### src/rtl/mem_stage.sv
// mem_stage: RV32 memory access stage with a req/ready data port,
// byte-lane alignment, load extension and the M/W pipeline register.
module mem_stage #(
  parameter int DATA_WIDTH     = 32,
  parameter int TIMEOUT_CYCLES = 255
) (
  input  logic                  clk,
  input  logic                  rst,
  input  logic [DATA_WIDTH-1:0] ALUResultM,
  input  logic [DATA_WIDTH-1:0] WriteDataM,
  input  logic [4:0]            RdM,
  input  logic [DATA_WIDTH-1:0] PCPlus4M,
  input  logic                  RegWriteM,
  input  logic                  MemReadM,
  input  logic                  MemWriteM,
  input  logic [2:0]            Funct3M,
  input  logic [1:0]            ResultSrcM,
  output logic                  mem_req,
  output logic                  mem_we,
  output logic [31:0]           mem_addr,
  output logic [3:0]            mem_be,
  output logic [DATA_WIDTH-1:0] mem_wdata,
  input  logic                  mem_ready,
  input  logic [DATA_WIDTH-1:0] mem_rdata,
  output logic                  StallM,
  output logic                  MisalignM,
  output logic                  BusErrM,
  output logic [DATA_WIDTH-1:0] ResultW,
  output logic [4:0]            RdW,
  output logic                  RegWriteW
);

  localparam int CW = $clog2(TIMEOUT_CYCLES + 1);
  localparam logic [0:0] S_IDLE = 1'b0;
  localparam logic [0:0] S_WAIT = 1'b1;

  logic [0:0]    state;
  logic [CW-1:0] cnt;
  logic [1:0]    off;
  logic          acc, bad_f3, mis, tmo, req, done, wload;
  logic [7:0]    lb;
  logic [15:0]   lh;
  logic [31:0]   ldata, res;

  assign off    = ALUResultM[1:0];
  assign acc    = MemReadM | MemWriteM;
  assign bad_f3 = (Funct3M == 3'b011) | (Funct3M[2:1] == 2'b11)
                | (MemWriteM & Funct3M[2]);
  assign mis    = acc & (bad_f3
                | ((Funct3M[1:0] == 2'b01) & off[0])
                | ((Funct3M[1:0] == 2'b10) & (off != 2'b00)));
  assign tmo    = (state == S_WAIT) & (cnt == CW'(TIMEOUT_CYCLES));

  // Request is withdrawn in the timeout cycle; a late ready is then ignored.
  assign req       = ~rst & acc & ~mis & ~tmo;
  assign done      = req & mem_ready;
  assign wload     = ~acc | done;
  assign mem_req   = req;
  assign StallM    = req & ~mem_ready;
  assign MisalignM = ~rst & mis;
  assign BusErrM   = ~rst & tmo;
  assign mem_we    = MemWriteM;
  assign mem_addr  = {ALUResultM[31:2], 2'b00};

  always_comb begin
    mem_be    = 4'b1111;
    mem_wdata = WriteDataM;
    if (MemWriteM) begin
      unique case (1'b1)
        Funct3M[1:0] == 2'b00: begin
          mem_wdata = {4{WriteDataM[7:0]}};
          mem_be    = 4'b0001 << off;
        end
        Funct3M[1:0] == 2'b01: begin
          mem_wdata = {2{WriteDataM[15:0]}};
          mem_be    = off[1] ? 4'b1100 : 4'b0011;
        end
        default: ;
      endcase
    end
  end

  assign lb = 8'(mem_rdata >> {off, 3'b000});
  assign lh = 16'(mem_rdata >> {off[1], 4'b0000});

  always_comb begin
    unique case (1'b1)
      Funct3M[1:0] == 2'b00:
        ldata = {{24{~Funct3M[2] & lb[7]}}, lb};
      Funct3M[1:0] == 2'b01:
        ldata = {{16{~Funct3M[2] & lh[15]}}, lh};
      default:
        ldata = mem_rdata;
    endcase
  end

  always_comb begin
    unique case (1'b1)
      ResultSrcM == 2'b01: res = ldata;
      ResultSrcM == 2'b10: res = PCPlus4M;
      default:             res = ALUResultM;
    endcase
  end

  always_ff @(posedge clk or posedge rst) begin
    if (rst) begin
      state <= S_IDLE;
      cnt   <= '0;
    end else if (state == S_IDLE) begin
      if (StallM) begin
        state <= S_WAIT;
        cnt   <= CW'(1);
      end
    end else if (StallM) begin
      cnt <= cnt + 1'b1;
    end else begin
      state <= S_IDLE;
      cnt   <= '0;
    end
  end

  always_ff @(posedge clk or posedge rst) begin
    if (rst) begin
      ResultW   <= '0;
      RdW       <= '0;
      RegWriteW <= 1'b0;
    end else if (wload) begin
      ResultW   <= res;
      RdW       <= RdM;
      RegWriteW <= RegWriteM & ~MemWriteM;
    end else begin
      ResultW   <= '0;
      RdW       <= '0;
      RegWriteW <= 1'b0;
    end
  end

endmodule
### config.mk
export PLATFORM = sky130hd
export DESIGN_NAME = mem_stage
export DESIGN_NICKNAME = d
export VERILOG_FILES = /design/src/rtl/mem_stage.sv
export SDC_FILE = /design/constraint.sdc
export NUM_CORES = 1
export LEC_CHECK = 0
export ABC_CLOCK_PERIOD_IN_PS = 2100
export CORE_ASPECT_RATIO = 1.25
export CORE_MARGIN = 2
export CORE_UTILIZATION = 36
export DETAILED_ROUTE_END_ITERATION = 12
export PLACE_DENSITY = 0.82
export SYNTH_ARGS = -nofsm -noshare
export SYNTH_HDL_FRONTEND = slang
export SYNTH_SLANG_ARGS = --single-unit
export TNS_END_PERCENT = 30
### constraint.sdc
create_clock -name clk -period 2.1 [get_ports clk]
set_input_delay 0.21 -clock clk [delete_from_list [all_inputs] [get_ports clk]]
set_output_delay 0.21 -clock clk [all_outputs]
set_load 0.02 [all_outputs]
## Word-level counts from Yosys, hierarchy flattened

Index checks and enable logic that the tools add are counted.

- Register bits: 47
- Output and inout bits: 111
- Logic and storage cells: 61

- Add/sub/neg operators: 1
- Eq/ne operators: 7
- Shift-type cells: 3
- Multiplexer cells: 14
- Bitwise gates (word level): 28
- Reductions and logical operators: 3

Operators with widths:

| operator | count |
|---|---|
| case mux 32 bit (2 select lines) | 3 |
| two-way mux 32 bit | 2 |
| >> shifter 32 x 5 -> 16 bit | 1 |
| >> shifter 32 x 5 -> 8 bit | 1 |
| two-way mux 8 bit | 3 |
| bitwise AND 1 bit | 15 |
| adder 8 x 1 -> 8 bit, second input constant | 1 |
| == test 8 bit, second input constant | 1 |
| two-way mux 4 bit | 2 |
| case mux 4 bit (2 select lines) | 1 |
| inverter 1 bit | 7 |
| == test 2 bit, second input constant | 3 |
| bitwise OR 1 bit | 6 |
| two-way mux 5 bit | 1 |
| == test 2 x 1 -> 1 bit, second input constant | 2 |
| nonzero test 2 bit | 2 |
| << shifter 1 x 2 -> 4 bit, first input constant | 1 |
| == test 3 x 2 -> 1 bit, second input constant | 1 |
| zero test 2 bit | 1 |
| two-way mux 1 bit | 2 |

## Logic depth before layout (Yosys ltp)

- Depth after elaboration: 12
- Depth in mapped cells: 8
- Depth with buffers taken out: 6

## Worst setup path before layout

OpenSTA, ideal clock, no wires.

- Path type: input to register
- From: input rst
- To: register ResultW[23]
- Data arrival time: 2.015 ns
- Setup slack: -0.009 ns
- Stages on the path: 5
- Path buffers: 2
- Cell sequence: inv_1 > a41oi_1 > buf_2 > buf_6 > a221oi_2

- Longest elaborated chain between the ends: 7

Ends and longest elaborated chain:

| what | line | RTL |
|---|---|---|
| start, declared | 8 | `input logic rst,` |
| inverter 1 bit | 55 | `assign req = ~rst & acc & ~mis & ~tmo;` |
| bitwise AND 1 bit (3 in series) | 55 |  |
| bitwise AND 1 bit | 56 | `assign done = req & mem_ready;` |
| bitwise OR 1 bit | 57 | `assign wload = ~acc \| done;` |
| two-way mux 32 bit | 127 | `end else if (wload) begin` |
| end signal, assigned | 128 | `ResultW <= res;` |
| end, declared | 28 | `output logic [DATA_WIDTH-1:0] ResultW,` |

No other way between the ends.
A chain may end at the register's enable or synchronous reset.

## Final worst setup path

- From: register cnt[1]
- To: output StallM

- Longest elaborated chain between the ends: 5

Ends and longest elaborated chain:

| what | line | RTL |
|---|---|---|
| start, declared | 38 | `logic [CW-1:0] cnt;` |
| start signal, assigned | 115 | `cnt <= cnt + 1'b1;` |
| == test 8 bit | 52 | `assign tmo = (state == S_WAIT) & (cnt == CW'(TIMEOUT_CYCLES));` |
| bitwise AND 1 bit | 52 |  |
| inverter 1 bit | 55 |  |
| bitwise AND 1 bit | 55 |  |
| bitwise AND 1 bit | 59 | `assign StallM = req & ~mem_ready;` |
| end, declared | 25 | `output logic StallM,` |

No other way between the ends.

==> impl_metrics.csv <==
group,metric,value,unit
synth,yosysSeqAreaShare,0.321,
cts,clkTransAtPathRegs,0.07,ns
drt,drtAntennaViolNets,0,
layout,area_growth,75.6,%
global_route,first_global_vias,4115,
power,peakVddDrop,0.000329,V
sta,post-route-period-util,0.959,
place,dp.cells,766,
synth,synth_mux_area_frac,0.0614,
sta,finalHoldViolations,0,
cts,h-tree-depth,2,
layout,antenna_cells,0,
die,dieHeight,117,µm
synth,ys_ff_latch,47,
synth,synth_compound_area_frac,0.263,
sta,rsz0062_at_grt,"true",
synth,async_flop_share,1.00,
cts,post_cts_buffers,0,
synth,synthAdderAreaFrac,0.0102,
layout,fin_cells,774,
synth,ys_top_cells_by_area,"dfrtp_1, buf_4, a221oi_2",
worst_setup_path,crit_fanout,5,
synth,synth_top_family_by_area,"compound AO/OA/AOI/OAI gates",
drt,num_vias,4025,
worst_setup_path,crit_arrival,1.80,ns
cts,insertion_delay,0.29,ns
synth,syn_inst,411,
drt,firstDrtPassIters,4,
place,dp_hpwl,11500,µm
cts,numCtsBuffers,5,
global_route,grt_overflow_total,0,
synth,netlist_area,3670,µm²
worst_setup_path,critPathCaptureType,"output pin",
place,numPortBuffers,252,
global_route,antenna_found_initial,0,
synth,synthSimpleGateAreaFrac,0.190,
layout,drive_gt1_frac,0.153,
die,ioPinCount,255,
die,die_width,94.3,µm
cts,cts_tree,"yes",
status,status,"complete, no violations",
drt,avgRoutedWirePerCell,17.9,µm
synth,synth_top_area_frac,0.321,
worst_setup_path,start_kind,"flip-flop",
synth,synth_edf_count,0,
sta,finalClockSkew,0.00827,ns
die,rows,41,
layout,postLayoutCoreUtil,0.644,
drt,drc,0,
synth,synth_cell_types,52,
synth,yosys.area.top_type,"dfrtp_1",
worst_setup_path,worstPathRequired,1.89,ns
synth,post-synth-top-count-cell,"dfrtp_1",
sta,fin_setup_tns,0,ns
drt,first_iter_violations,192,
die,die_area,11000,µm²
global_route,grt_use_total,0.242,
die,core-area,10000,µm²
sta,slew_viol_final,0,
cts,cts-root-buf,"clkbuf_16",
layout,fin_area,6440,µm²
run,maxCapViolCount,0,
global_route,grt_pass1_wl,20600,µm
worst_hold_path,min_path_type,"in2reg",
sta,tightest_slew,0.613,ns
layout,fillers,856,
sta,max_slew_margin,0.591,
drt,wl,13900,µm
sta,setup_violations,0,
die,start_util,0.367,
power,finalPower,3.08,mW
worst_setup_path,crit_type,"reg2out",
synth,synthTopCellsByCount,"dfrtp_1, nand2_1, buf_4",
synth,yosys_warnings,0,
sta,period_needed,2.01,ns
place,gp_congestion,0.881,
synth,ys.flop_type,"dfrtp_1",
layout,nets,791,
power,power_leakage,2.75,nW
cts,cts_max_path_buffers,2,
global_route,grt_max_degree,48,
drt,vias_per_cell,5.20,
cts,cts_sinks,47,
place,place_area,6330,µm²
synth,synth_xor_area_frac,0.00477,
power,powerDensity,479,nW/µm²
sta,fmax,496,MHz
synth,syn_area_per_cell,8.93,µm²
[layout by cell type (no fill, tap or decap), types with 12 or more instances in the layout]
cell type	n
dlygate4sd2_1	32
nor2_1	25
inv_1	22
a21oi_1	18
nand2_1	44
buf_4	37
nor2b_1	15
a221oi_2	14
mux2_2	12
dfrtp_1	47
a22oi_1	18
clkdlybuf4s50_1	217
[per-layer routing]
| layer | GRT usage | up-vias | routed length [µm] |
|---|---|---|---|
| met2 | 0.476 | 192 | 7550 |
| met5 | 0 | - | 0 |
| li1 | - | 1907 | - |
| met1 | 0.260 | 1906 | 5030 |
| met4 | 0.0783 | 0 | 317 |
| met3 | 0.0410 | 20 | 951 |
[logic make-up after synthesis]
| group | Yosys count |
|---|---|
| AO/OA/AOI/OAI | 110 |
| adder cells (fa/ha/maj) | 3 |
| AND/OR/NAND/NOR | 133 |
| flip-flops | 47 |
| other | 1 |
| XOR/XNOR | 2 |
| multiplexers | 21 |
| buffers and inverters | 94 |
[registers in the layout, indices dropped and copies added, names as in the netlist]
| register | flops |
|---|---|
| ResultW | 32 |
| cnt | 8 |
| RdW | 5 |
| RegWriteW | 1 |
| state | 1 |
[path summary, 6_finish.rpt]
path	end	startpoint	cells past startpoint	slack, ns
worst max-delay path	StallM	cnt[1]	5	0.09
worst min-delay path	RdW[3]	RdM[3]	2	0.47
worst max register to register	RdW[2]	cnt[1]	8	0.12
worst min register to register	cnt[6]	cnt[6]	2	0.56
max in group asynchronous	ResultW[18]	rst	4	1.06
min in group asynchronous	cnt[2]	rst	4	0.62
[report_power, final]
part | internal, mW | switching [mW] | total [mW]
registers | 0.959 | 0.0206 | 0.980
clock network | 0.454 | 0.371 | 0.825
logic | 0.667 | 0.612 | 1.28
[area by class of cell]
type	instances	area [µm²]	share of cell area
clock buffers	5	125	0.0194
clock inverters	3	27.5	0.00427
inverters	23	90.1	0.0140
multi-input cells	271	1970	0.306
flip-flops and latches	47	1180	0.183
well taps	129	161	0.0251
repair buffers	296	2890	0.448
[stage by stage]
| stage | setup WS, ns | hold slack [ns] |
|---|---|---|
| 2_1_floorplan | 0.296 | 0.237 |
| 3_3_place_gp | -0.222 | 0.532 |
| 3_5_place_dp | -0.276 | 0.539 |
| 4_1_cts | 0.00434 | 0.464 |
| 5_1_grt | -0.00129 | 0.477 |
| 6_report | 0.0857 | 0.466 |
[critical path, cell delays in order (launching register included)]
cell,delay (ns)
dfrtp_1,0.41
ha_1,0.23
and3_2,0.22
nand3_1,0.13
and3_1,0.20
clkdlybuf4s15_1,0.32
[what timing repair did]
action	CTS	global route
pin swaps	1	1
endpoints found under the hold margin	0	0
endpoints found under the setup margin	32	9
resized for setup	35	5
hold buffers	0	0
Note: power is estimated with default switching activity, not from simulation.
